<file path="config.mk">
export PLATFORM = sky130hd
export DESIGN_NAME = zint_gen
export DESIGN_NICKNAME = d
export VERILOG_FILES = /design/src/rtl/zint_gen.sv
export SDC_FILE = /design/constraint.sdc
export NUM_CORES = 1
export LEC_CHECK = 0
export CELL_PAD_IN_SITES_DETAIL_PLACEMENT = 2
export CELL_PAD_IN_SITES_GLOBAL_PLACEMENT = 2
export CORE_MARGIN = 4
export CORE_UTILIZATION = 25
export DETAILED_ROUTE_END_ITERATION = 7
export PLACE_DENSITY = 0.66
export SLEW_MARGIN = 20
export SYNTH_ARGS = -nofsm -noshare
export SYNTH_HDL_FRONTEND = slang
export SYNTH_SLANG_ARGS = --single-unit
</file>
<file path="constraint.sdc">
create_clock -name clk -period 3 [get_ports clk]
set_clock_uncertainty 0.1 [all_clocks]
set_input_delay 0.6 -clock clk [delete_from_list [all_inputs] [get_ports clk]]
set_output_delay 0.6 -clock clk [all_outputs]
set_load 0.02 [all_outputs]
</file>
<file path="src/rtl/zint_gen.sv">
`default_nettype none
// ============================================================================
// Module   : zint_gen
// Purpose  : Raster interrupt-start pulse generator for the Z80 INT controller.
//            Optional line divider built when ZINT_GEN_LINEDIV_EN is defined.
// Revision : 1.0 - initial release
// ============================================================================
module zint_gen #(
  parameter int HW   = 9,
  parameter int VW   = 9,
  parameter int VMAX = 319
) (
  input  logic          clk,
  input  logic          res_n,
  input  logic          pix_cen,
  input  logic          line_start,
  input  logic          frame_start,
  input  logic          wr_en,
  input  logic [1:0]    wr_addr,
  input  logic [7:0]    wr_data,
  output logic          int_start_frm,
  output logic          int_start_lin,
  output logic [VW-1:0] vcnt
);

  localparam logic [HW-1:0] H_SAT  = {HW{1'b1}};
  localparam logic [VW-1:0] V_LAST = VW'(VMAX);
  localparam logic [VW-1:0] V_SAT  = VW'(VMAX + 1);

  logic [HW-1:0] hcnt;
  logic [7:0]    hint_sh, hint_act, hint_nx;
  logic [8:0]    vint_sh, vint_act, vint_nx;
  logic          hmatch_c, lmatch_c, fmatch_c;
  logic          lmatch, fmatch;
  logic          lin_rise, lin_fire;

  // Next shadow value, so a write landing on the frame_start clk is what gets activated.
  always_comb begin
    hint_nx = hint_sh;
    vint_nx = vint_sh;
    if (wr_en) begin
      case (wr_addr)
        2'd0:    hint_nx      = wr_data;
        2'd1:    vint_nx[7:0] = wr_data;
        2'd2:    vint_nx[8]   = wr_data[0];
        default: ;
      endcase
    end
  end

  // Lines past VMAX (saturated vcnt) never qualify, for either pulse.
  assign hmatch_c = (hcnt[8:1] == hint_act);
  assign lmatch_c = hmatch_c && (vcnt <= V_LAST);
  assign fmatch_c = lmatch_c && (vcnt == VW'(vint_act));
  assign lin_rise = lmatch_c && !lmatch;

`ifdef ZINT_GEN_LINEDIV_EN
  logic [7:0] linediv_sh, linediv_act, linediv_nx, divctr;

  assign linediv_nx = (wr_en && (wr_addr == 2'd3)) ? wr_data : linediv_sh;
  assign lin_fire   = lin_rise && (divctr == 8'd0);

  always_ff @(posedge clk or negedge res_n) begin
    if (!res_n) begin
      linediv_sh  <= 8'd0;
      linediv_act <= 8'd0;
      divctr      <= 8'd0;
    end else begin
      linediv_sh <= linediv_nx;
      if (frame_start) begin
        linediv_act <= linediv_nx;
        divctr      <= 8'd0;
      end else if (lin_rise) begin
        divctr <= (divctr == linediv_act) ? 8'd0 : divctr + 8'd1;
      end
    end
  end
`else
  assign lin_fire = lin_rise;
`endif

  always_ff @(posedge clk or negedge res_n) begin
    if (!res_n) begin
      hcnt          <= '0;
      vcnt          <= '0;
      hint_sh       <= 8'd0;
      hint_act      <= 8'd0;
      vint_sh       <= 9'd0;
      vint_act      <= 9'd0;
      lmatch        <= 1'b0;
      fmatch        <= 1'b0;
      int_start_frm <= 1'b0;
      int_start_lin <= 1'b0;
    end else begin
      if (frame_start || line_start) begin
        hcnt <= '0;
      end else if (pix_cen && (hcnt != H_SAT)) begin
        hcnt <= hcnt + HW'(1);
      end

      if (frame_start) begin
        vcnt <= '0;
      end else if (line_start && (vcnt < V_SAT)) begin
        vcnt <= vcnt + VW'(1);
      end

      hint_sh <= hint_nx;
      vint_sh <= vint_nx;
      if (frame_start) begin
        hint_act <= hint_nx;
        vint_act <= vint_nx;
      end

      lmatch        <= lmatch_c;
      fmatch        <= fmatch_c;
      int_start_frm <= fmatch_c && !fmatch;
      int_start_lin <= lin_fire;
    end
  end

endmodule
`default_nettype wire
</file>
==> results of run 1 <==
## placed cells by master (no fill, tap or decap), types with 2 or more instances in the layout
cell,count
sky130_fd_sc_hd__nand4_1,7
sky130_fd_sc_hd__clkdlybuf4s50_1,25
sky130_fd_sc_hd__xnor2_1,11
sky130_fd_sc_hd__nand3_1,8
sky130_fd_sc_hd__nor4_2,2
sky130_fd_sc_hd__clkbuf_8,5
sky130_fd_sc_hd__nor2_1,19
sky130_fd_sc_hd__ha_1,3
sky130_fd_sc_hd__dfrtp_1,56
sky130_fd_sc_hd__mux2_2,34
sky130_fd_sc_hd__nand2_1,8
sky130_fd_sc_hd__nand4b_1,2
sky130_fd_sc_hd__and2_1,2
sky130_fd_sc_hd__and3_1,2
sky130_fd_sc_hd__xor2_1,20
sky130_fd_sc_hd__a211oi_1,2
sky130_fd_sc_hd__a21oi_1,4
## synth_stat cells (all sizes together), types with 2 or more instances
cell    count  area, um^2
xnor2      11       96.34
xor2       20       175.2
clkbuf      5       20.01
nand2       8       30.03
ha          3       37.54
and2        2       12.51
nand3b      2       27.53
nand4b      2       17.52
nand4       7       43.79
and3        3       20.02
a21oi       4       20.02
nor2       19       71.32
a211oi      2       15.01
dfrtp      56        1401
mux2       34       382.9
nand3       8       40.04
nor4        3       31.28
## through the flow
step                      instance area, um^2  utilization
after floorplan                          2527            -
after global placement                   2952       0.3006
after detailed placement                 2952       0.3006
after CTS                                3048       0.3104
after global routing                     3048       0.3104
final                                    3048       0.3104
## how the worst max path moves through the flow
| stage | from | endpoint | depth (start not counted) |
|---|---|---|---|
| 4_1_cts | vcnt[6]$_DFFE_PN0P_ | vcnt[6] | 1 |
| 3_5_place_dp | wr_en | hint_act[7]$_DFFE_PN0P_ | 4 |
| 6_report | wr_en | hint_act[2]$_DFFE_PN0P_ | 4 |
| 2_1_floorplan | hcnt[0]$_DFFE_PN0P_ | hcnt[5]$_DFFE_PN0P_ | 8 |
| 3_3_place_gp | wr_en | hint_act[5]$_DFFE_PN0P_ | 4 |
| 5_1_grt | wr_en | hint_act[7]$_DFFE_PN0P_ | 4 |
## state kept, by name, summed over array words and instances (netlist names)
register	flops
vint_act	9
lmatch	1
hint_act	8
vint_sh	9
int_start_lin	1
hcnt	9
hint_sh	8
int_start_frm	1
fmatch	1
vcnt	9
## report_power, final
| part | switching, mW | internal, mW | total (mW) |
|---|---|---|---|
| combinational | 0.113 | 0.144 | 0.258 |
| clock | 0.267 | 0.172 | 0.439 |
| sequential | 0.0566 | 0.856 | 0.912 |
## layer usage
layer,vias up,GRT usage,share of wire
li1,746,-,-
met1,846,0.1400,0.47
met2,20,0.1787,0.49
met3,4,0.01851,0.024
met4,0,0.03246,0.016
met5,-,0,0
## logic make-up after synthesis
kind of cell             count (synthesis)
multiplexers                            34
XOR/XNOR                                31
flip-flops                              56
adder cells (fa/ha/maj)                  3
AO/OA/AOI/OAI                            8
buffers and inverters                    7
AND/OR/NAND/NOR                         60
## final cells by class
| type | instances | share of cell area |
|---|---|---|
| clock buffers | 5 | 0.02258 |
| clock inverters | 3 | 0.009031 |
| inverters | 1 | 0.001232 |
| multi-input cells | 136 | 0.3600 |
| flip-flops and latches | 56 | 0.4598 |
| well taps | 133 | 0.05460 |
| repair buffers | 28 | 0.09278 |
==> flow_summary.rst, run 1 <==
.. list-table::
   :header-rows: 1

   * - Metric
     - Value
   * - Outcome
     - completed
   * - Via density per instance
     - 4.464
   * - Adder-cell share of the synthesized area
     - 0.01485
   * - Core Rows
     - 36
   * - Quantity of I/O buffers inserted on ports
     - 26
   * - Number of synthesized flops with an enable pin
     - 0
   * - Share of synthesized registers carrying an async set or reset
     - 1.000
   * - Overflow left after global routing
     - 0
   * - Total Die Area
     - 0.01178 mm^2
   * - Unrepaired setup endpoints after global routing
     - no
   * - Clk buf depth
     - 2
   * - FF+latch area
     - 0.001401 mm^2
   * - Portion of netlist area occupied by mux cells
     - 0.1515
   * - Cell at the root of the clock tree
     - sky130_fd_sc_hd__clkbuf_8
   * - Count of maximum capacitance violations
     - 0
   * - Kind of end point of the critical path
     - flop
   * - List of cells traversed by the critical path
     - clkdlybuf4s50_1, nor3b_4, mux2_2, mux2_2
   * - Number of antenna violations at the first check in global routing
     - 0
   * - Number of warnings printed during yosys synthesis
     - 0
   * - First-pass GRT wire length
     - 9.646 mm
   * - Max_slew headroom
     - 0.5441
   * - Drt pass-1 iters
     - 4
   * - Maximum number of pins on one net before global-route repair
     - 30
   * - Cell mode on critical path
     - sky130_fd_sc_hd__mux2_2
   * - Fraction of final layout cells sized beyond drive strength 1
     - 0.2271
   * - Post-CTS Resized
     - 0
   * - Finish-stage setup viols
     - 0
   * - Total DRC errors in the routed layout
     - 0
   * - Share of the clock period used by the worst path
     - 0.7263
   * - Area fraction in compound gates after synthesis
     - 0.02376
   * - Clock transition time at the flip-flop clock pins of the worst setup and hold paths
     - 0.11 ns
   * - Final max-slew violation count
     - 0
   * - CTS H-tree depth
     - 2
   * - Post-CTS setup repair buffer count
     - 0
   * - Effective utilization at floorplan
     - 0.2574
   * - Post-Place Worst Slack
     - 0.4547 ns
   * - Post-synthesis xor/xnor area fraction
     - 0.1074
   * - Total power consumption of the routed design
     - 1.609 mW
   * - Arrival @ worst endpoint
     - 2.28 ns
   * - Cell with the biggest individual delay on the critical path
     - sky130_fd_sc_hd__clkdlybuf4s50_1
   * - Worst reg2reg path depth
     - 8
   * - Maximum fanout encountered on the critical timing path
     - 8
   * - Power density cells
     - 527.9 mW/mm^2
   * - Beginning of the worst register-to-register path
     - hcnt[1]$_DFFE_PN0P_
   * - Filler cells
     - 1068
   * - Layout net count
     - 247
   * - RePlAce Congestion
     - 0.7482
   * - Ports
     - 27
   * - Slowest stage delay, CP
     - 0.55 ns
   * - Mean Syn Cell Area
     - 12.70 um^2
   * - Worst Path Class, Setup
     - primary input to flop
   * - Worst hold-check slack
     - 0.2157 ns
   * - Area taken by multi-input logic gates
     - 0.001097 mm^2
   * - Clock Sinks
     - 56
   * - Final routed wire length divided by cell count
     - 15.94 um
   * - Number of instances in the placed design
     - 354
   * - Floorplan core area
     - 0.009819 mm^2
   * - Overall via count from detail_route
     - 1616
   * - Final sum of negative setup slack
     - 0 ns
   * - Flip-flop and latch count after synthesis
     - 56
   * - Pin slew with the least headroom to its limit
     - 0.6838 ns
   * - Die W
     - 108.5 um
   * - Static Leak
     - 1.276 nW
   * - Post-Syn Area
     - 0.002527 mm^2
   * - Area growth from synthesis to layout
     - 20.59%
   * - Area share of and/or/nand/nor cells after synthesis
     - 0.1366
   * - Count of antenna-violating nets left after detailed routing
     - 0
   * - Skew-Pair Late Insertion Delay
     - 0.31 ns
   * - Floorplan die height
     - 108.5 um
   * - Final worst path period need
     - 2.179 ns
   * - Vias in the first global route
     - 1798
   * - Starting DRC count in detailed routing
     - 74
   * - Count of final hold-check violations
     - 0
   * - Cell family with the largest share of critical-path delay
     - multiplexers
   * - Clock tree from TritonCTS
     - done
   * - Final critical-path setup slack
     - 0.8212 ns
   * - Maximum frequency from static timing analysis
     - 0.4590 GHz
   * - Top_reg_cell synth
     - sky130_fd_sc_hd__dfrtp_1
   * - Aggregate global-route resource usage
     - 0.1065
   * - Hold-fix buffers at CTS
     - 0
   * - Sequential element share of the synthesized area
     - 0.5545
   * - Largest family of logic cells by synthesized area
     - multiplexers
   * - Distinct cell type count after synthesis
     - 31
   * - Sum of routed wire length over all layers
     - 5.772 mm
   * - Reg-to-reg setup timing slack
     - 0.97 ns
   * - Finished Layout Cells
     - 362
   * - Largest voltage drop on the vdd net
     - 0.2214 mV
   * - CP Data Required Time
     - 3.10 ns
   * - Tightest Hold Check Type
     - primary input to async pin
   * - Ant. Diodes
     - 0
   * - Post-DP HPWL
     - 4.357 mm
   * - Critical path startpoint category
     - primary input
   * - Gate Count Post-Synth
     - 199
   * - Post-Synthesis Net Count
     - 218
   * - Worst reg2reg path endpoint
     - hcnt[5]$_DFFE_PN0P_
   * - Number of buffers created by CTS
     - 5
   * - Worst path buffer plus inverter count
     - 1
(Power assumes the default switching activity.)
==> inputs of run 2 (changes only) <==
==> constraint.sdc (replaced) <==
create_clock -name clk -period 2.21 [get_ports clk]
set_clock_uncertainty 0.1 [all_clocks]
set_input_delay 0.442 -clock clk [delete_from_list [all_inputs] [get_ports clk]]
set_output_delay 0.442 -clock clk [all_outputs]
set_load 0.02 [all_outputs]
==> run 2 against run 1 <==
  * Via count rose by 0.80%
  * Register-to-register slack got worse by 0.83 ns
  * Combinational power rose by 40%
  * Die area did not move
  * Non-clock buffer count rose by 5
  * Global-route usage fell by 0.083 points
  * Sequential power rose by 36%
  * Worst setup slack got worse by 0.68 ns
  * First-iteration DRC count rose by 2.7%
  * Largest cell class unchanged
==> flow_summary.rst, run 2 (synthesized netlist as in run 1, its figures left out) <==
.. list-table::
   :header-rows: 1

   * - Metric
     - Value
   * - Die W
     - 108.5 um
   * - Drt pass-1 iters
     - 4
   * - Post-CTS Resized
     - 0
   * - Count of antenna-violating nets left after detailed routing
     - 0
   * - Tightest Hold Check Type
     - primary input to async pin
   * - Critical path startpoint category
     - flop
   * - Count of maximum capacitance violations
     - 0
   * - Via density per instance
     - 4.439
   * - Aggregate global-route resource usage
     - 0.1057
   * - FF+latch area
     - 0.001401 mm^2
   * - Effective utilization at floorplan
     - 0.2574
   * - Cell family with the largest share of critical-path delay
     - flip-flops
   * - Skew-Pair Late Insertion Delay
     - 0.31 ns
   * - Count of final hold-check violations
     - 0
   * - Post-CTS setup repair buffer count
     - 0
   * - Arrival @ worst endpoint
     - 2.17 ns
   * - Unrepaired setup endpoints after global routing
     - no
   * - Total DRC errors in the routed layout
     - 0
   * - Ports
     - 27
   * - Starting DRC count in detailed routing
     - 76
   * - Share of the clock period used by the worst path
     - 0.9383
   * - Most common library cell in the layout ignoring fill and taps
     - sky130_fd_sc_hd__dfrtp_1
   * - Final sum of negative setup slack
     - 0 ns
   * - Floorplan core area
     - 0.009819 mm^2
   * - Top library cells by usage in the layout, fill and taps aside
     - 56 x sky130_fd_sc_hd__dfrtp_1, 34 x sky130_fd_sc_hd__mux2_2, 25 x sky130_fd_sc_hd__clkdlybuf4s50_1
   * - Worst Path Class, Setup
     - flop to flop
   * - Largest voltage drop on the vdd net
     - 0.2455 mV
   * - Ant. Diodes
     - 0
   * - Maximum frequency from static timing analysis
     - 0.4822 GHz
   * - Vias in the first global route
     - 1843
   * - CP Data Required Time
     - 2.31 ns
   * - Cell with the biggest individual delay on the critical path
     - sky130_fd_sc_hd__dfrtp_1
   * - First-pass GRT wire length
     - 9.673 mm
   * - Number of buffers created by CTS
     - 5
   * - Final routed wire length divided by cell count
     - 16.11 um
   * - Cell at the root of the clock tree
     - sky130_fd_sc_hd__clkbuf_8
   * - Busiest layer in global routing
     - met2
   * - CTS H-tree depth
     - 2
   * - Floorplan die height
     - 108.5 um
   * - Final max-slew violation count
     - 0
   * - Global Route met3 Usage
     - 0.01910
   * - Layout net count
     - 252
   * - Max_slew headroom
     - 0.6229
   * - Fraction of final layout cells sized beyond drive strength 1
     - 0.2436
   * - Overall via count from detail_route
     - 1629
   * - Maximum fanout encountered on the critical timing path
     - 5
   * - Outcome
     - completed
   * - Total Die Area
     - 0.01178 mm^2
   * - Worst path buffer plus inverter count
     - 0
   * - Finish-stage setup viols
     - 0
   * - Power density cells
     - 746.4 mW/mm^2
   * - Clock tree from TritonCTS
     - done
   * - Clk buf depth
     - 2
   * - RePlAce Congestion
     - 0.7195
   * - Area taken by multi-input logic gates
     - 0.001097 mm^2
   * - Pin slew with the least headroom to its limit
     - 0.5656 ns
   * - Hold-fix buffers at CTS
     - 0
   * - Total power consumption of the routed design
     - 2.335 mW
   * - Slowest stage delay, CP
     - 0.45 ns
   * - Sum of routed wire length over all layers
     - 5.913 mm
   * - Kind of end point of the critical path
     - flop
   * - Number of antenna violations at the first check in global routing
     - 0
   * - List of cells traversed by the critical path
     - ha_1, nand3_1, nor2_1, ha_1, nand2b_1, a211oi_1, xnor2_1, nor2_1
   * - Routing usage on met1
     - 0.1352
   * - Clock Sinks
     - 56
   * - Final worst path period need
     - 2.074 ns
   * - Post-DP HPWL
     - 4.348 mm
   * - Maximum number of pins on one net before global-route repair
     - 27
   * - Filler cells
     - 1082
   * - Quantity of I/O buffers inserted on ports
     - 26
   * - Met2 track utilization from global routing
     - 0.1796
   * - Static Leak
     - 1.322 nW
   * - Clock transition time at the flip-flop clock pins of the worst setup and hold paths
     - 0.10 ns
   * - Overflow left after global routing
     - 0
   * - Core Rows
     - 36
   * - Area growth from synthesis to layout
     - 23.76%
## run 2: cell types whose count changed in the layout (fill, tap and decap cells not counted)
cell,previous run,this run
sky130_fd_sc_hd__clkinvlp_4,1,0
sky130_fd_sc_hd__clkinv_4,1,0
sky130_fd_sc_hd__clkbuf_8,5,7
sky130_fd_sc_hd__inv_8,1,0
sky130_fd_sc_hd__buf_4,1,5
sky130_fd_sc_hd__buf_12,1,2
sky130_fd_sc_hd__bufinv_16,0,1
## run 2: per-layer routing
metal,routed length [um],vias up
li1,-,752
met5,0,-
met2,2861,21
met1,2787,849
met3,173,7
met4,90,0
## run 2: area by class of cell
class	count	share of cell area
clock inverter	1	0.009600
inverter	1	0.001200
timing repair buffer	33	0.1064
clock buffer	7	0.03080
sequential	56	0.4480
multi-input combinational	136	0.3508
tap	133	0.05320
## run 2: per-stage QoR
stage	instances	area [um^2]	utilization	setup slack (ns)	hold WS, ns
after floorplan	199	2527	-	0.4131	0.04641
after global placement	359	3002	0.3057	0.03600	0.2834
after detailed placement	359	3002	0.3057	0.008729	0.2952
after CTS	367	3128	0.3186	0.1079	0.02200
after global routing	367	3128	0.3186	0.01784	0.04316
final	367	3128	0.3186	0.1363	0.01144
## run 2: path summary, 6_finish.rpt
kind	from	to	slack, ns	depth (start not counted)
setup / recovery	hcnt[1]$_DFFE_PN0P_	hcnt[7]$_DFFE_PN0P_	0.14	8
hold / removal	res_n	hcnt[1]$_DFFE_PN0P_	0.01	1
setup reg to reg	hcnt[1]$_DFFE_PN0P_	hcnt[7]$_DFFE_PN0P_	0.14	8
hold reg to reg	lmatch$_DFF_PN0_	int_start_lin$_DFF_PN0_	0.31	1
max in group asynchronous	res_n	hint_act[4]$_DFFE_PN0P_	1.33	2
min in group clk	lmatch$_DFF_PN0_	int_start_lin$_DFF_PN0_	0.31	1
## run 2: power breakdown
group,internal (mW),total (mW),leakage (nW),switching (mW)
registers,1.16,1.24,0.708,0.0766
clock network,0.400,0.735,0.0645,0.335
logic,0.203,0.362,0.549,0.158
total,1.77,2.33,1.32,0.570
==> inputs of run 3 (changes only) <==
--- a/config.mk
+++ b/config.mk
@@ -11,6 +11,7 @@
 export CORE_UTILIZATION = 25
 export DETAILED_ROUTE_END_ITERATION = 7
 export PLACE_DENSITY = 0.66
+export SETUP_SLACK_MARGIN = 0.3
 export SLEW_MARGIN = 20
 export SYNTH_ARGS = -nofsm -noshare
 export SYNTH_HDL_FRONTEND = slang
==> run 3 against run 2 <==
  * Final area rose by 1.3%
  * Wire length rose by 0.86%
  * Worst setup slack improved by 0.22 ns
  * Total power rose by 0.39%
  * Die area did not move
  * Combinational power barely moved
  * Flip-flop and latch count did not move
  * Clock-buffer cell count did not move
  * Critical endpoint is now hint_act[2]$_DFFE_PN0P_
  * Largest power group unchanged
  * Highest routed layer unchanged
==> flow_summary.rst, run 3 (synthesized netlist as in run 1, its figures left out) <==
.. list-table::
   :header-rows: 1

   * - Metric
     - Value
   * - Skew-Pair Late Insertion Delay
     - 0.31 ns
   * - Maximum frequency from static timing analysis
     - 0.5395 GHz
   * - Static Leak
     - 1.383 nW
   * - Hold-fix buffers at CTS
     - 0
   * - Vias in the first global route
     - 1852
   * - Tightest Hold Check Type
     - primary input to async pin
   * - RePlAce Congestion
     - 0.7195
   * - Fraction of final layout cells sized beyond drive strength 1
     - 0.2827
   * - Final max-slew violation count
     - 0
   * - Clock tree from TritonCTS
     - done
   * - Largest voltage drop on the vdd net
     - 0.2494 mV
   * - Area growth from synthesis to layout
     - 25.35%
   * - CP Data Required Time
     - 2.31 ns
   * - Starting DRC count in detailed routing
     - 64
   * - Post-DP HPWL
     - 4.348 mm
   * - Overflow left after global routing
     - 0
   * - CTS H-tree depth
     - 2
   * - Maximum fanout encountered on the critical timing path
     - 8
   * - Final worst path period need
     - 1.854 ns
   * - Number of buffers created by CTS
     - 5
   * - Ant. Diodes
     - 0
   * - Cell at the root of the clock tree
     - sky130_fd_sc_hd__clkbuf_8
   * - Aggregate global-route resource usage
     - 0.1062
   * - Floorplan core area
     - 0.009819 mm^2
   * - Worst path buffer plus inverter count
     - 2
   * - Critical path startpoint category
     - primary input
   * - Core Rows
     - 36
   * - Arrival @ worst endpoint
     - 1.95 ns
   * - Kind of end point of the critical path
     - flop
   * - Count of antenna-violating nets left after detailed routing
     - 0
   * - Outcome
     - completed
   * - Count of final hold-check violations
     - 0
   * - Ports
     - 27
   * - Quantity of I/O buffers inserted on ports
     - 26
   * - Unrepaired setup endpoints after global routing
     - no
   * - Worst Path Class, Setup
     - primary input to flop
   * - Power density cells
     - 739.9 mW/mm^2
   * - Die W
     - 108.5 um
   * - Overall via count from detail_route
     - 1650
   * - Clk buf depth
     - 2
   * - Final sum of negative setup slack
     - 0 ns
   * - Via density per instance
     - 4.459
   * - List of cells traversed by the critical path
     - clkdlybuf4s50_1, nor3b_4, buf_12, mux2_2, mux2_2
   * - Layout net count
     - 255
   * - Slowest stage delay, CP
     - 0.48 ns
   * - Effective utilization at floorplan
     - 0.2574
   * - Sum of routed wire length over all layers
     - 5.964 mm
   * - Clock Sinks
     - 56
   * - Cell mode on critical path
     - sky130_fd_sc_hd__mux2_2
   * - First-pass GRT wire length
     - 9.715 mm
   * - Finished Layout Cells
     - 370
   * - Total DRC errors in the routed layout
     - 0
   * - Number of antenna violations at the first check in global routing
     - 0
   * - Post-Place Worst Slack
     - 0.008729 ns
   * - Cell family with the largest share of critical-path delay
     - buffers and inverters
   * - Cell with the biggest individual delay on the critical path
     - sky130_fd_sc_hd__clkdlybuf4s50_1
   * - Floorplan die height
     - 108.5 um
   * - Maximum number of pins on one net before global-route repair
     - 27
   * - Drt pass-1 iters
     - 4
   * - Finish-stage setup viols
     - 0
   * - Count of maximum capacitance violations
     - 0
   * - Most common library cell in the layout ignoring fill and taps
     - sky130_fd_sc_hd__dfrtp_1
   * - Max_slew headroom
     - 0.6258
   * - Share of the clock period used by the worst path
     - 0.8388
   * - Final critical-path setup slack
     - 0.3563 ns
   * - Top library cells by usage in the layout, fill and taps aside
     - 55 x sky130_fd_sc_hd__dfrtp_1, 34 x sky130_fd_sc_hd__mux2_2, 20 x sky130_fd_sc_hd__xor2_1
   * - Total power consumption of the routed design
     - 2.344 mW
   * - Total Die Area
     - 0.01178 mm^2
   * - Clock transition time at the flip-flop clock pins of the worst setup and hold paths
     - 0.10 ns
   * - Final routed wire length divided by cell count
     - 16.12 um
   * - Pin slew with the least headroom to its limit
     - 0.5613 ns
   * - Number of instances in the placed design
     - 359
-- run 3: cell types whose count changed in the layout (fill, tap and decap cells not counted), sizes merged --
cell / delta
clkdlybuf4s50: -10
dlygate4sd2: +9
buf: +3
dlymetal6s2s: +1
-- run 3: path summary, 6_finish.rpt --
path | cells past startpoint | endpoint | startpoint | slack [ns]
min in group clk | 1 | int_start_lin$_DFF_PN0_ | lmatch$_DFF_PN0_ | 0.31
max reg2reg | 8 | hcnt[5]$_DFFE_PN0P_ | hcnt[0]$_DFFE_PN0P_ | 0.40
min | 1 | hcnt[1]$_DFFE_PN0P_ | res_n | 0.007
min reg2reg | 1 | int_start_lin$_DFF_PN0_ | lmatch$_DFF_PN0_ | 0.31
max | 5 | hint_act[2]$_DFFE_PN0P_ | wr_addr[1] | 0.36
max in group asynchronous | 2 | hint_act[4]$_DFFE_PN0P_ | res_n | 1.33
-- run 3: area by class of cell --
type / instances / area [um^2]
fill: 1081 / 6651
sequential: 56 / 1403
multi-input combinational: 136 / 1122
timing repair buffer: 36 / 346.6
tap: 133 / 166.4
clock buffer: 7 / 96.34
clock inverter: 1 / 30.03
inverter: 1 / 3.754
-- run 3: through the flow --
stage                     hold WS [ns]  cell area [um^2]  utilization
after floorplan                0.04641              2527            -
after global placement          0.2834              3002       0.3057
after detailed placement        0.2952              3002       0.3057
after CTS                      0.02200              3143       0.3201
after global routing           0.04374              3168       0.3226
final                         0.007149              3168       0.3226
-- run 3: where the power goes --
group / switching (mW) / internal, mW
logic: 0.160 / 0.204
registers: 0.0762 / 1.16
clock network: 0.341 / 0.400
-- run 3: per-layer routing --
layer | track usage | vias up | share of wire
met3 | 0.01910 | 7 | 0.030
met5 | 0 | - | 0
met4 | 0.03517 | 0 | 0.015
met1 | 0.1352 | 864 | 0.46
met2 | 0.1814 | 21 | 0.49
li1 | - | 758 | -
-- run 3: timing repair --
action	in CTS	in global routing
endpoints found under the setup margin	12	11
buffers inserted	1	2
resized for setup	14	4
pin swaps	0	1
==> RTL change 1 (settings of run 1) <==
Add a define of `ZINT_GEN_LINEDIV_EN`.
--- a/src/rtl/zint_gen.sv
+++ b/src/rtl/zint_gen.sv
@@ -5,6 +5,8 @@
 //            Optional line divider built when ZINT_GEN_LINEDIV_EN is defined.
 // Revision : 1.0 - initial release
 // ============================================================================
+`define ZINT_GEN_LINEDIV_EN
+
 module zint_gen #(
   parameter int HW   = 9,
   parameter int VW   = 9,
Check against the original RTL: not equivalent (a bounded check fails within 10 cycles, from zero or initial values).
==> RTL change 1 against run 1 <==
- routed wire length grew 53%
- setup slack lost 0.16 ns
- via count grew 44%
- cell area grew 49%
- power grew 79%
- global-route usage grew 0.77 points
- highest routed layer unchanged
- sequential power grew 45%
- synthesized area grew 48%
- sequential cell count grew 24
==> RTL change 1: results (changes against run 1) <==
\begin{tabular}{lr}
\hline
Metric & Value \\
\hline
\multicolumn{2}{l}{\textbf{Status}} \\
Result of the run & completed \\
\multicolumn{2}{l}{\textbf{Routing}} \\
Final WL & 8826 um (+53\%) \\
Number of DRC violations after detailed-routing iteration 0 & 55 (-26\%) \\
Met3 routed wirelength & 276 um (+100\%) \\
Routed wire length on met2 & 4375 um (+55\%) \\
\multicolumn{2}{l}{\textbf{Global routing}} \\
Global-route usage over all layers & 0.1142 (+0.007688) \\
Number of global-route vias before repair & 2618 (+46\%) \\
Largest net degree at the start of global routing & 81 (+170\%) \\
Global-route met2 utilization & 0.1856 (+0.006847) \\
First-pass GRT wire length & 14680 um (+52\%) \\
\multicolumn{2}{l}{\textbf{Final layout}} \\
Net count reported at finish & 348 (+41\%) \\
Proportion of layout cells with a drive suffix above 1 & 0.2810 (+0.05389) \\
Fill cell total of the finished layout & 1548 (+45\%) \\
\multicolumn{2}{l}{\textbf{Yosys}} \\
Sequential cell area fraction in the yosys report & 0.5351 (-0.01934) \\
Cell types with the highest counts after synthesis & sky130\_fd\_sc\_hd\_\_dfrtp\_1, sky130\_fd\_sc\_hd\_\_mux2\_2, sky130\_fd\_sc\_hd\_\_nor2\_1, sky130\_fd\_sc\_hd\_\_xor2\_1, sky130\_fd\_sc\_hd\_\_xnor2\_1 \\
Nets in the synthesized netlist & 314 (+44\%) \\
Ranking of synthesized cells by area & sky130\_fd\_sc\_hd\_\_dfrtp\_1, sky130\_fd\_sc\_hd\_\_mux2\_2, sky130\_fd\_sc\_hd\_\_xor2\_1, sky130\_fd\_sc\_hd\_\_xnor2\_1, sky130\_fd\_sc\_hd\_\_nor2\_1 \\
\multicolumn{2}{l}{\textbf{Power}} \\
Internal power & 2.161 mW (+84\%) \\
Final Total Pwr & 2.872 mW (+79\%) \\
Leakage dissipation & 1.948 nW (+53\%) \\
\multicolumn{2}{l}{\textbf{Placement}} \\
Global placer's final weighted congestion & 0.7091 (-5.2\%) \\
\multicolumn{2}{l}{\textbf{Critical path}} \\
Worst-path maximum fanout & 12 (+4) \\
Family with the most delay on the worst path & simple AND/OR/NAND/NOR gates \\
\multicolumn{2}{l}{\textbf{CTS}} \\
Buffer cell driving the clock tree root & sky130\_fd\_sc\_hd\_\_clkbuf\_16 \\
\multicolumn{2}{l}{\textbf{Timing}} \\
Slew Limit Headroom & 0.4972 (-0.04695) \\
\hline
\end{tabular}
-- RTL change 1: cell types whose count changed in the layout (fill, tap and decap cells not counted), sizes merged, moves of 4 or more --
cell    delta
clkbuf     +4
nor2       +7
o21ai      +6
mux2      +16
buf        +5
a32o       +5
and2b      +5
and3       +8
xnor2      +5
dfrtp     +24
-- RTL change 1: cells by family (layout without fill, tap and decap cells) --
| kind of cell | Yosys count | count (layout) | share of synthesized area |
|---|---|---|---|
| AND/OR/NAND/NOR | 86 | 86 | 0.1354 |
| flip-flops | 80 | 80 | 0.5351 |
| multiplexers | 53 | 53 | 0.1585 |
| XOR/XNOR | 39 | 39 | 0.09632 |
| AO/OA/AOI/OAI | 18 | 18 | 0.04047 |
| buffers and inverters | 12 | 50 | 0.01739 |
| adder cells (fa/ha/maj) | 5 | 5 | 0.01672 |
-- RTL change 1: through the flow --
stage          setup WS [ns]  hold slack, ns  instances  instance area, um^2
2_1_floorplan          1.052          0.2044        293                 3741
3_3_place_gp          0.5607          0.2898        500                 4215
3_5_place_dp          0.5461          0.2930        500                 4215
4_1_cts               0.5774          0.3021        515                 4526
5_1_grt               0.4322          0.2345        515                 4529
6_report              0.6646          0.1823        515                 4529
-- RTL change 1: final timing paths --
check                        start       endpoint  slack, ns  depth (start not counted)
max                        vcnt[0]      divctr[6]       0.66                          6
min                          res_n      divctr[4]       0.18                          1
max reg2reg                vcnt[0]      divctr[6]       0.66                          6
min reg2reg                 fmatch  int_start_frm       0.30                          1
max in group asynchronous    res_n        hcnt[0]       2.10                          1
min in group clk            fmatch  int_start_frm       0.30                          1
-- RTL change 1: layout make-up --
cell class	instances	share of cell area
flip-flops and latches	80	0.4420
multi-input cells	201	0.3696
repair buffers	32	0.06657
well taps	184	0.05083
clock buffers	9	0.04972
clock inverters	6	0.01878
inverters	3	0.002486
==> RTL change 2 (config.mk and constraints of run 1) <==
Without the edit above. Remove the register `int_start_frm`: a continuous assignment takes its place, so the output `int_start_frm` follows one clock earlier.
--- a/src/rtl/zint_gen.sv
+++ b/src/rtl/zint_gen.sv
@@ -89,7 +89,6 @@
       vint_act      <= 9'd0;
       lmatch        <= 1'b0;
       fmatch        <= 1'b0;
-      int_start_frm <= 1'b0;
       int_start_lin <= 1'b0;
     end else begin
       if (frame_start || line_start) begin
@@ -113,10 +112,11 @@
 
       lmatch        <= lmatch_c;
       fmatch        <= fmatch_c;
-      int_start_frm <= fmatch_c && !fmatch;
       int_start_lin <= lin_fire;
     end
   end
 
+  assign int_start_frm = fmatch_c && !fmatch;
+
 endmodule
 `default_nettype wire
Behaviour: not the same (a bounded check fails within 4 cycles, from zero or initial values).
==> RTL change 2 against run 1 <==
- cell area increased by 0.62%
- critical endpoint is now int_start_frm
- routed wire length grew 3.9%
- synthesized area decreased by 0.99%
- via count grew 0.56%
- largest power group unchanged
- sequential cell count decreased by 1
- count of clock-buffer cells in the layout is the same
- power is 0.28% lower
- register-to-register slack got worse by 0.03 ns
- setup slack got worse by 0.63 ns
- largest cell class unchanged
- sequential share of layout area is 1.1 points lower
==> RTL change 2: results (changes against run 1) <==
\begin{tabular}{lr}
\hline
Metric & Value \\
\hline
\multicolumn{2}{l}{\textbf{Status}} \\
Result of the run & completed \\
\multicolumn{2}{l}{\textbf{Critical path}} \\
Data arrival time of the worst path & 2.11 ns (-0.17 ns) \\
Startpoint of the worst-slack reg-to-reg timing path & hcnt[1] \\
CP max stage cell & sky130\_fd\_sc\_hd\_\_dfrtp\_1 \\
Worst-path maximum fanout & 5 (-3) \\
Critical path's largest stage delay & 0.48 ns (-0.07 ns) \\
Startpoint of the worst setup timing path & vcnt[8] \\
Family with the most delay on the worst path & simple AND/OR/NAND/NOR gates \\
\multicolumn{2}{l}{\textbf{Power}} \\
Switching Share & 0.2779 (+0.006444) \\
Peak ir drop on the vdd network & 0.0002022 V (-8.7\%) \\
Leakage dissipation & 1.301 nW (+1.9\%) \\
\multicolumn{2}{l}{\textbf{Final layout}} \\
Net count reported at finish & 254 (+2.8\%) \\
Proportion of layout cells with a drive suffix above 1 & 0.2542 (+0.02716) \\
\multicolumn{2}{l}{\textbf{Routing}} \\
Final WL & 5999 um (+3.9\%) \\
Detailed-router iteration count before antenna repair & 4 (unchanged) \\
Number of DRC violations after detailed-routing iteration 0 & 34 (-54\%) \\
Vias per Instance & 4.404 (-1.4\%) \\
Antenna-violating nets left & 0 (unchanged) \\
\multicolumn{2}{l}{\textbf{Global routing}} \\
Global-route usage over all layers & 0.1083 (+0.001781) \\
First-pass GRT wire length & 9694 um (+0.50\%) \\
Number of antenna violations at the first check in global routing & 0 (unchanged) \\
Number of global-route vias before repair & 1746 (-2.9\%) \\
Largest net degree at the start of global routing & 56 (+87\%) \\
\multicolumn{2}{l}{\textbf{Yosys}} \\
Nets in the synthesized netlist & 217 (-0.46\%) \\
Sequential cell area fraction in the yosys report & 0.5500 (-0.004455) \\
Synth Warn \# & 0 (unchanged) \\
Ranking of synthesized cells by area & sky130\_fd\_sc\_hd\_\_dfrtp\_1, sky130\_fd\_sc\_hd\_\_mux2\_2, sky130\_fd\_sc\_hd\_\_xor2\_1, sky130\_fd\_sc\_hd\_\_xnor2\_1, sky130\_fd\_sc\_hd\_\_nor2\_1 \\
Cell types with the highest counts after synthesis & sky130\_fd\_sc\_hd\_\_dfrtp\_1, sky130\_fd\_sc\_hd\_\_mux2\_2, sky130\_fd\_sc\_hd\_\_xor2\_1, sky130\_fd\_sc\_hd\_\_nor2\_1, sky130\_fd\_sc\_hd\_\_xnor2\_1 \\
\multicolumn{2}{l}{\textbf{Placement}} \\
Global placer's final weighted congestion & 0.7289 (-2.6\%) \\
Detailed-placement wirelength estimate & 4427 um (+1.6\%) \\
\multicolumn{2}{l}{\textbf{Timing}} \\
Tightest Pin Transition & 0.7185 ns (+0.03468 ns) \\
\multicolumn{2}{l}{\textbf{CTS}} \\
Clock slew seen by the registers of the worst setup and hold paths & 0.11 ns (about the same) \\
\multicolumn{2}{l}{\textbf{Worst hold path}} \\
Path category of the worst min-delay check & reg2reg \\
\hline
\end{tabular}
==> RTL change 2: per-layer routing <==
layer,vias to the layer above,part of all wire,GRT usage
met5,-,0,0
met4,0,0.011,0.02976
met3,7,0.028,0.02090
met2,23,0.49,0.1776
met1,840,0.47,0.1463
li1,755,-,-
==> RTL change 2: path summary, 6_finish.rpt <==
kind / slack [ns] / depth (start not counted) / endpoint
min: 0.30 / 1 / int_start_lin
max in group asynchronous: 2.02 / 2 / hcnt[2]
min reg2reg: 0.30 / 1 / int_start_lin
min in group asynchronous: 0.31 / 2 / hcnt[0]
max: 0.19 / 5 / int_start_frm
max reg2reg: 0.94 / 8 / hcnt[4]
==> RTL change 2: metrics by stage <==
stage,util,std cells,cell area [um^2],worst slack (ns)
after detailed placement,0.3043,361,2974,0.2228
final,0.3137,369,3067,0.1883
after CTS,0.3137,369,3067,0.1379
after floorplan,-,198,2502,0.6244
after global placement,0.3043,361,2974,0.2527
after global routing,0.3137,369,3067,0.03511
==> RTL change 2: logic make-up (layout without fill, tap and decap cells) <==
| group | count (synthesis) | in the layout | share of synthesized area |
|---|---|---|---|
| flops | 55 | 55 | 0.5500 |
| simple gates | 60 | 60 | 0.1380 |
| xor+xnor | 31 | 31 | 0.1085 |
| mux | 34 | 34 | 0.1530 |
| buf+inv | 7 | 45 | 0.01149 |
| fa+ha+maj | 3 | 3 | 0.01500 |
| compound gates | 8 | 8 | 0.02400 |
==> RTL change 2: timing repair <==
item | CTS | global route
setup buffers | 0 | 0
endpoints found under the setup margin | 1 | 0
resized for setup | 1 | 0
hold endpoints to repair | 0 | 0
==> RTL change 2: final cells by class <==
cell class / count / area (um^2)
Timing Repair Buffer: 36 / 329.1
Sequential cell: 55 / 1376
Fill cell: 1066 / 6708
Multi-Input combinational cell: 136 / 1097
Clock buffer: 5 / 68.82
Tap cell: 133 / 166.4
Inverter: 1 / 3.754
Clock inverter: 3 / 25.02
==> RTL change 2: power groups by stage <==
| stage | clock network [mW] | logic [mW] | registers (mW) |
|---|---|---|---|
| 2_1_floorplan | 0 | 0.174 | 0.900 |
| 3_3_place_gp | 0 | 0.258 | 0.916 |
| 3_5_place_dp | 0 | 0.266 | 0.922 |
| 4_1_cts | 0.463 | 0.267 | 0.908 |
| 5_1_grt | 0.499 | 0.290 | 0.918 |
| 6_report | 0.441 | 0.260 | 0.903 |
==> RTL change 2: worst register-to-register path: cells and delay by family, from the launching register on <==
family / cells / cell delay (ns)
and+or+nand+nor: 5 / 0.79
adders and majority gates: 2 / 0.45
DFF: 1 / 0.44
xor gates and xnor gates: 1 / 0.17
